## src/rtl/g729_frame_loader_if.sv

```systemverilog
// ---------------------------------------------------------------------------
// g729_frame_loader_if
//   Bundles the PCM sample handshake and the encoder-facing stream/control
//   signals of the G.729 frame loader.
//   slave  : the loader (accepts samples, produces xn/start/busy/...)
//   master : the environment (codec side and encoder side)
// Signals
//   sample_in/sample_valid/sample_ready : PCM capture handshake
//   overrun                             : dropped-sample pulse
//   start/xn/xn_valid/xn_ready          : frame start pulse and sample stream
//   frame_done/busy/frame_count         : encoder completion and status
// ---------------------------------------------------------------------------
interface g729_frame_loader_if #(
  parameter int DATA_W = 16
) ();
  logic [DATA_W-1:0] sample_in;
  logic              sample_valid;
  logic              sample_ready;
  logic              overrun;
  logic              start;
  logic [DATA_W-1:0] xn;
  logic              xn_valid;
  logic              xn_ready;
  logic              frame_done;
  logic              busy;
  logic [15:0]       frame_count;

  modport slave (
    input  sample_in, sample_valid, xn_ready, frame_done,
    output sample_ready, overrun, start, xn, xn_valid, busy, frame_count
  );

  modport master (
    output sample_in, sample_valid, xn_ready, frame_done,
    input  sample_ready, overrun, start, xn, xn_valid, busy, frame_count
  );
endinterface

```

## src/rtl/g729_frame_loader.sv

```systemverilog
// ---------------------------------------------------------------------------
// g729_frame_loader
//   Input stage of the G.729 encoder. PCM samples are captured into two
//   ping-pong banks of FRAME_LEN samples. A full bank is announced with a
//   one-cycle start pulse, streamed out on xn with a valid/ready handshake,
//   and the loader then waits for frame_done before serving the next bank.
//   Capture into the other bank continues while a frame is being encoded.
// Ports
//   clock : rising-edge system clock
//   reset : asynchronous, active-high
//   bus   : g729_frame_loader_if.slave (sample capture + encoder stream)
// ---------------------------------------------------------------------------
module g729_frame_loader #(
  parameter int FRAME_LEN = 80,
  parameter int DATA_W    = 16,
  parameter int CNT_W     = 7
) (
  input  logic                 clock,
  input  logic                 reset,
  g729_frame_loader_if.slave   bus
);

  localparam int                DEPTH      = 2 * FRAME_LEN;
  localparam int                ADDR_W     = CNT_W + 1;
  localparam logic [CNT_W-1:0]  LAST_IDX   = CNT_W'(FRAME_LEN - 1);
  localparam logic [ADDR_W-1:0] BANK1_BASE = ADDR_W'(FRAME_LEN);

  typedef enum logic [1:0] {
    IDLE      = 2'd0,
    START     = 2'd1,
    STREAM    = 2'd2,
    WAIT_DONE = 2'd3
  } state_t;

  logic [DATA_W-1:0] mem [DEPTH];

  state_t            state_r;
  state_t            state_next_s;
  logic [1:0]        full_r;
  logic [1:0]        full_next_s;
  logic              wr_bank_r;
  logic              rd_bank_r;
  logic [CNT_W-1:0]  wr_cnt_r;
  logic [CNT_W-1:0]  rd_cnt_r;
  logic              overrun_r;
  logic              start_r;
  logic              xn_valid_r;
  logic              busy_r;
  logic [15:0]       frame_count_r;

  logic              ready_s;
  logic              accept_s;
  logic              wr_last_s;
  logic              rd_fire_s;
  logic              rd_last_s;
  logic [ADDR_W-1:0] wr_addr_s;
  logic [ADDR_W-1:0] rd_addr_s;

  // Ready is forced low while reset is held so every output reads 0 in reset.
  assign ready_s   = ~full_r[wr_bank_r] & ~reset;
  assign accept_s  = bus.sample_valid & ready_s;
  assign wr_last_s = accept_s & (wr_cnt_r == LAST_IDX);
  assign rd_fire_s = (state_r == STREAM) & bus.xn_ready;
  assign rd_last_s = rd_fire_s & (rd_cnt_r == LAST_IDX);

  assign wr_addr_s = (wr_bank_r ? BANK1_BASE : {ADDR_W{1'b0}}) + {1'b0, wr_cnt_r};
  assign rd_addr_s = (rd_bank_r ? BANK1_BASE : {ADDR_W{1'b0}}) + {1'b0, rd_cnt_r};

  assign bus.sample_ready = ready_s;
  assign bus.overrun      = overrun_r;
  assign bus.start        = start_r;
  assign bus.xn_valid     = xn_valid_r;
  assign bus.busy         = busy_r;
  assign bus.frame_count  = frame_count_r;
  // Combinational read; zero outside STREAM so xn is 0 in reset and idle.
  assign bus.xn           = xn_valid_r ? mem[rd_addr_s] : {DATA_W{1'b0}};

  // Sample storage: no reset, contents are only meaningful once a bank is full.
  always_ff @(posedge clock) begin
    if (accept_s) begin
      mem[wr_addr_s] <= bus.sample_in;
    end
  end

  // Bank-full flags: the write side sets wr_bank, the read side clears rd_bank.
  // The two never address the same bank in one cycle, so both apply.
  always_comb begin
    full_next_s = full_r;
    if (wr_last_s) begin
      full_next_s[wr_bank_r] = 1'b1;
    end else begin
      full_next_s[wr_bank_r] = full_r[wr_bank_r];
    end
    if (rd_last_s) begin
      full_next_s[rd_bank_r] = 1'b0;
    end else begin
      full_next_s[rd_bank_r] = full_next_s[rd_bank_r];
    end
  end

  // Write side: index/bank advance, full flags and the overrun pulse.
  always_ff @(posedge clock or posedge reset) begin
    if (reset) begin
      wr_cnt_r  <= {CNT_W{1'b0}};
      wr_bank_r <= 1'b0;
      full_r    <= 2'b00;
      overrun_r <= 1'b0;
    end else begin
      full_r    <= full_next_s;
      overrun_r <= bus.sample_valid & ~ready_s;
      if (wr_last_s) begin
        wr_cnt_r  <= {CNT_W{1'b0}};
        wr_bank_r <= ~wr_bank_r;
      end else if (accept_s) begin
        wr_cnt_r <= wr_cnt_r + {{(CNT_W-1){1'b0}}, 1'b1};
      end
    end
  end

  // Read FSM next state. IDLE also looks at the fill happening this cycle so
  // START follows the last accepted sample by exactly one cycle.
  always_comb begin
    state_next_s = state_r;
    case (state_r)
      IDLE: begin
        if (full_r[rd_bank_r] | (wr_last_s & (wr_bank_r == rd_bank_r))) begin
          state_next_s = START;
        end else begin
          state_next_s = IDLE;
        end
      end
      START: state_next_s = STREAM;
      STREAM: begin
        if (rd_last_s) begin
          state_next_s = WAIT_DONE;
        end else begin
          state_next_s = STREAM;
        end
      end
      WAIT_DONE: begin
        if (bus.frame_done) begin
          state_next_s = IDLE;
        end else begin
          state_next_s = WAIT_DONE;
        end
      end
      default: state_next_s = IDLE;
    endcase
  end

  // Read FSM state register.
  always_ff @(posedge clock or posedge reset) begin
    if (reset) begin
      state_r <= IDLE;
    end else begin
      state_r <= state_next_s;
    end
  end

  // Registered status outputs, decoded from the next state so they line up
  // with the state they describe.
  always_ff @(posedge clock or posedge reset) begin
    if (reset) begin
      start_r    <= 1'b0;
      xn_valid_r <= 1'b0;
      busy_r     <= 1'b0;
    end else begin
      start_r    <= (state_next_s == START);
      xn_valid_r <= (state_next_s == STREAM);
      busy_r     <= (state_next_s != IDLE);
    end
  end

  // Read side: stream index, bank toggle and the frame counter (wraps).
  always_ff @(posedge clock or posedge reset) begin
    if (reset) begin
      rd_cnt_r      <= {CNT_W{1'b0}};
      rd_bank_r     <= 1'b0;
      frame_count_r <= 16'h0000;
    end else if (state_r == START) begin
      rd_cnt_r      <= {CNT_W{1'b0}};
      frame_count_r <= frame_count_r + 16'h0001;
    end else if (rd_last_s) begin
      rd_cnt_r  <= {CNT_W{1'b0}};
      rd_bank_r <= ~rd_bank_r;
    end else if (rd_fire_s) begin
      rd_cnt_r <= rd_cnt_r + {{(CNT_W-1){1'b0}}, 1'b1};
    end
  end

endmodule

```

## src/flat_wrapper.sv

```systemverilog
// flat-port wrapper written by rule: the top's interface ports become plain ports
module g729_frame_loader_flat 
#(
  parameter int FRAME_LEN = 80,
  parameter int DATA_W    = 16,
  parameter int CNT_W     = 7
)
  (clock, reset, bus_sample_in, bus_sample_valid, bus_xn_ready, bus_frame_done, bus_sample_ready, bus_overrun, bus_start, bus_xn, bus_xn_valid, bus_busy, bus_frame_count);
  g729_frame_loader_if #(.DATA_W(DATA_W)) bus_i ();
  input  logic clock;
  input  logic reset;
  input wire logic [$bits(bus_i.sample_in)-1:0] bus_sample_in;
  input wire logic [$bits(bus_i.sample_valid)-1:0] bus_sample_valid;
  input wire logic [$bits(bus_i.xn_ready)-1:0] bus_xn_ready;
  input wire logic [$bits(bus_i.frame_done)-1:0] bus_frame_done;
  output wire logic [$bits(bus_i.sample_ready)-1:0] bus_sample_ready;
  output wire logic [$bits(bus_i.overrun)-1:0] bus_overrun;
  output wire logic [$bits(bus_i.start)-1:0] bus_start;
  output wire logic [$bits(bus_i.xn)-1:0] bus_xn;
  output wire logic [$bits(bus_i.xn_valid)-1:0] bus_xn_valid;
  output wire logic [$bits(bus_i.busy)-1:0] bus_busy;
  output wire logic [$bits(bus_i.frame_count)-1:0] bus_frame_count;
  assign bus_i.sample_in = bus_sample_in;
  assign bus_i.sample_valid = bus_sample_valid;
  assign bus_i.xn_ready = bus_xn_ready;
  assign bus_i.frame_done = bus_frame_done;
  assign bus_sample_ready = bus_i.sample_ready;
  assign bus_overrun = bus_i.overrun;
  assign bus_start = bus_i.start;
  assign bus_xn = bus_i.xn;
  assign bus_xn_valid = bus_i.xn_valid;
  assign bus_busy = bus_i.busy;
  assign bus_frame_count = bus_i.frame_count;
  g729_frame_loader #(.FRAME_LEN(FRAME_LEN), .DATA_W(DATA_W), .CNT_W(CNT_W)) u_core (.clock(clock), .reset(reset), .bus(bus_i));
endmodule
```

## config.mk

```make
export PLATFORM = sky130hd
export DESIGN_NAME = g729_frame_loader_flat
export DESIGN_NICKNAME = d
export VERILOG_FILES = /design/src/rtl/g729_frame_loader_if.sv /design/src/rtl/g729_frame_loader.sv /design/src/flat_wrapper.sv
export SDC_FILE = /design/constraint.sdc
export NUM_CORES = 2
export LEC_CHECK = 0
export CELL_PAD_IN_SITES_DETAIL_PLACEMENT = 1
export CELL_PAD_IN_SITES_GLOBAL_PLACEMENT = 1
export CORE_ASPECT_RATIO = 1.1
export CORE_MARGIN = 2
export CORE_UTILIZATION = 35
export DETAILED_ROUTE_END_ITERATION = 7
export GPL_TIMING_DRIVEN = 0
export PLACE_DENSITY = 0.65
export SLEW_MARGIN = 15
export SYNTH_ARGS = -nofsm -noshare
export SYNTH_HDL_FRONTEND = slang
export SYNTH_SLANG_ARGS = --single-unit
```

## constraint.sdc

```tcl
create_clock -name clock -period 3.11 [get_ports clock]
set_input_delay 0.4665 -clock clock [delete_from_list [all_inputs] [get_ports clock]]
set_output_delay 0.4665 -clock clock [all_outputs]
set_load 0.05 [all_outputs]
```

==> impl_results.md <==
* Hold Startpoint: bus_sample_in[12]
* Yosys warnings at 0
* Commonest non-fill, non-tap cell in the layout: edfxtp_1
* Worst Path Buf+Inv at 5
* Sequential power share at 0.398
* Largest area contributor in the netlist: edfxtp_1
* RSZ-0062 raised after global routing: true
* Hold Path End: u_core.mem[115][12]
* Outcome: finished with violations
* # DRC at 0
* Post-DR wirelength/cell at roughly 33 µm
* Nets at approximately 5100
* Final worst slack at -1.30 ns
* Final core occ at 0.431
* Post-Synthesis Cells at around 4400
* Type of origin of the critical path: flip-flop
* Die X at 513 µm
* Vias/cell at about 5.7
* Vias at around 51000
* Psw at 30.2 mW
* Dpl hpwl at just under 200 mm
* Combinational Power Share at 0.289
* TritonCTS clock tree: yes
* Total Die Area at around 290000 µm²
* Maximum clock insertion buffer count at 4
* Maximum VDD drop at roughly 0.47 mV
* Footprint of the multi-input gates at ~24000 µm²
* DR pass1 iterations at 6
* Worst-case clock skew at ~0.076 ns
* Final Wtd Congestion at between 1 and 1.5
* CP peak stage delay at roughly 0.61 ns
* Layout cell share with drive strength beyond 1 at 0.392
* Main flop type after synthesis: edfxtp_1
* H-tree levels at 5
* Critical-path cell list: ha_4, buf_12, nand3b_1, buf_12, clkbuf_8, o22ai_4, o41ai_2, clkbuf_4, o32ai_4, a21oi_4, buf_6
* Worst skew pair latency at just under 0.9 ns
* Total CTS buffers at between 200 and 300
* Post-synthesis sequential area ratio at 0.782
* Sw Ratio at 0.309
* Placed inst area at 108000 µm²
* Max-cap viol count at 0
* Placed Cells at between 8000 and 9000
* IO buf count at 57
* Final instance area at 122000 µm²
* Starting Density at 0.352
* Maximum clock frequency at 227 MHz
* Area Growth Syn to Fin at 22.5%
* Delay-heaviest family, CP: compound AO/OA/AOI/OAI gates
* WHS at roughly 0.036 ns
* Cell Pwr Density at approximately 800 nW/µm²
* Flip-flop and latch area at approximately 78000 µm²
* Syn_nets at 4473
* Synth top area share at 0.772
* Flop2flop setup slack at -0.03 ns
* Fraction of registers with async set/reset at 0.0154
* Lkg Pwr at around 37 nW
* Most used cell, CP: buf_12
* Filler instances at approximately 26000
* Setup violators final at 44
* Required @ worst endpoint at approximately 2.6 ns
* Mean Syn Cell Area at around 22 µm²
* Setup TNS at -20.04 ns
* Post-synth cell types at 57
* DRT antenna net count at 0
* Worst-Margin Slew at around 0.95 ns
* Worst Path Arrival at around 4.0 ns
* First-pass GRT wire length at between 400 and 500 mm
* R2R depth at 7
* Final Hold Fails at 0
* Worst R2R End: u_core.mem[17][12]
* R2R Path Start: u_core.wr_bank_r
* Initial antenna violation count at 7
* GRT Util Overall at 0.204
* Post-place setup slack at -3.80 ns
* Minimum clock period at ~4.4 ns
* Crit-path slowest cell: o32ai_4
* Vias in the first global route at 52700
* Largest net degree at the start of global routing at about 110
* Post-Route WL at 300 mm
* Failing checks: setup timing
* Int Power at just under 70 mW
* Critical path type: flip-flop to primary output
* Crit-path max FO at 8
* Reg clk slew, reported paths at roughly 0.06 ns
* Mapped cell area at between 90000 and 100000 µm²
* HP Class: input port to flip-flop
* Clock power frac at 0.313
* Initial DRC Count at roughly 6000
* Synthesized flop and latch total at 2600
* Die Span Y at approximately 560 µm
* Post-synth EDFFs at roughly 2600
* Most frequent cells in the layout: 2560 x edfxtp_1, 640 x mux4_2, 281 x clkbuf_16, 136 x buf_6, 123 x buf_8
* Max Slew Vio Count at 0
* Top post-synthesis cells by area: edfxtp_1 77%, mux4_2 14%, dfrtp_1 1.0%
* Non-filler cells in the finished layout at roughly 9000
* Top Ports at a little under 60
* Kind of end point of the critical path: primary output
* Site row count at about 210
* Num Clock Sinks at 2600
* Hold path cells at 1
* CTS root buffer: clkbuf_16
* Headroom to the max-slew limit at 0.367
* Grt total ovfl at 0
* Core area at roughly 280000 µm²
* Fin crit share at 1.42
* Total power at slightly below 100 mW
synthesized netlist by cell type (2+ instances only):
cell and n:
edfxtp_1 2560, buf_4 30, and3_1 3, xnor2_1 13, or2_2 2, or3b_2 2, and4_1 2, ha_1 12
mux2_2 3, xor2_1 8, nand4_1 4, nand2_1 41, o31ai_1 3, mux4_2 640, o32ai_1 16, buf_6 34
o2111ai_1 48, clkbuf_1 104, buf_1 6, o22ai_1 131, nand2b_1 5, dfrtp_1 40, a21oi_1 57, nor3_1 5
nor2b_1 16, inv_1 11, buf_2 82, a31oi_1 3, a22oi_1 112, or3_1 3, nand3_1 112, nand3b_1 4
mux2i_1 64, o41ai_1 33, and2_1 4, nor2_1 178, o21a_1 2, o21ai_0 27, a41oi_1 2
worst register-to-register path, stage by stage (launching register included):
cell     delay (ns)
dfrtp_1        0.46
mux2_4         0.36
or3_1          0.44
nor3_4         0.37
buf_4          0.23
nand2_4        0.29
nor2_4         0.49
buf_6          0.22
kinds of logic (layout without fill, tap and decap cells):
kind of cell	count (synthesis)	after routing	synth area share
AOI/OAI and AO/OA	439	439	0.0306
and+or+nand+nor	389	389	0.0178
DFF	2600	2600	0.782
other	0	3	0
muxes	708	708	0.152
adders and majority gates	12	12	0.00151
buffers and inverters	270	1066	0.0149
xor gates and xnor gates	22	22	0.00201
flip-flops by register name, summed over array words and instances (netlist names):
register,cells
u_core.bus.busy,1
u_core.bus.frame_count,16
u_core.bus.overrun,1
u_core.bus.start,1
u_core.bus.xn_valid,1
u_core.full_r,2
u_core.mem,2560
u_core.rd_bank_r,1
u_core.rd_cnt_r,7
u_core.state_r,2
u_core.wr_bank_r,1
u_core.wr_cnt_r,7
how the worst max path moves through the flow:
stage                       start                  to  cells after the start
2_1_floorplan  u_core.rd_cnt_r[4]          bus_xn[10]                      9
3_3_place_gp     bus_sample_in[9]  u_core.mem[124][9]                      1
3_5_place_dp     u_core.rd_bank_r          bus_xn[13]                      9
4_1_cts        u_core.rd_cnt_r[0]           bus_xn[7]                      9
5_1_grt        u_core.rd_cnt_r[4]          bus_xn[10]                     12
6_report         u_core.rd_bank_r          bus_xn[10]                     11
power groups by stage:
stage               Clock [mW]  Combinational [mW]  Sequential, mW
floorplan                    0                13.8            39.8
global placement             0                22.8            40.0
CTS                       31.0                27.2            39.0
finish                    30.7                28.3            39.0
global route              32.2                29.1            39.0
detailed placement           0                23.5            39.7
per-layer routing:
metal / GRT usage / vias up / wire length (µm)
li1: - / 20300 / -
met1: 0.258 / 27600 / 113000
met2: 0.340 / 2273 / 149000
met3: 0.0387 / 543 / 22100
met4: 0.0927 / 2 / 15800
met5: 0 / - / 13
layout make-up:
type                       instances  area share
clock buffer                     320      0.0571
timing repair buffer             347      0.0372
sequential                      2600       0.638
clock inverter                   140     0.00912
inverter                          12    0.000389
buffer                           247      0.0200
multi-input combinational       1570       0.200
tap                             3726      0.0382
antenna                            3   0.0000615
what timing repair did:
action                                 4_1_cts  5_1_grt
resized for setup                          816      270
cloned                                       2        4
setup endpoints to repair                 2453     2467
hold buffers                                 1        0
pin swaps                                   65       63
buffers inserted                            33       55
endpoints found under the hold margin        4        0
Note: power is estimated with default switching activity, not from simulation.
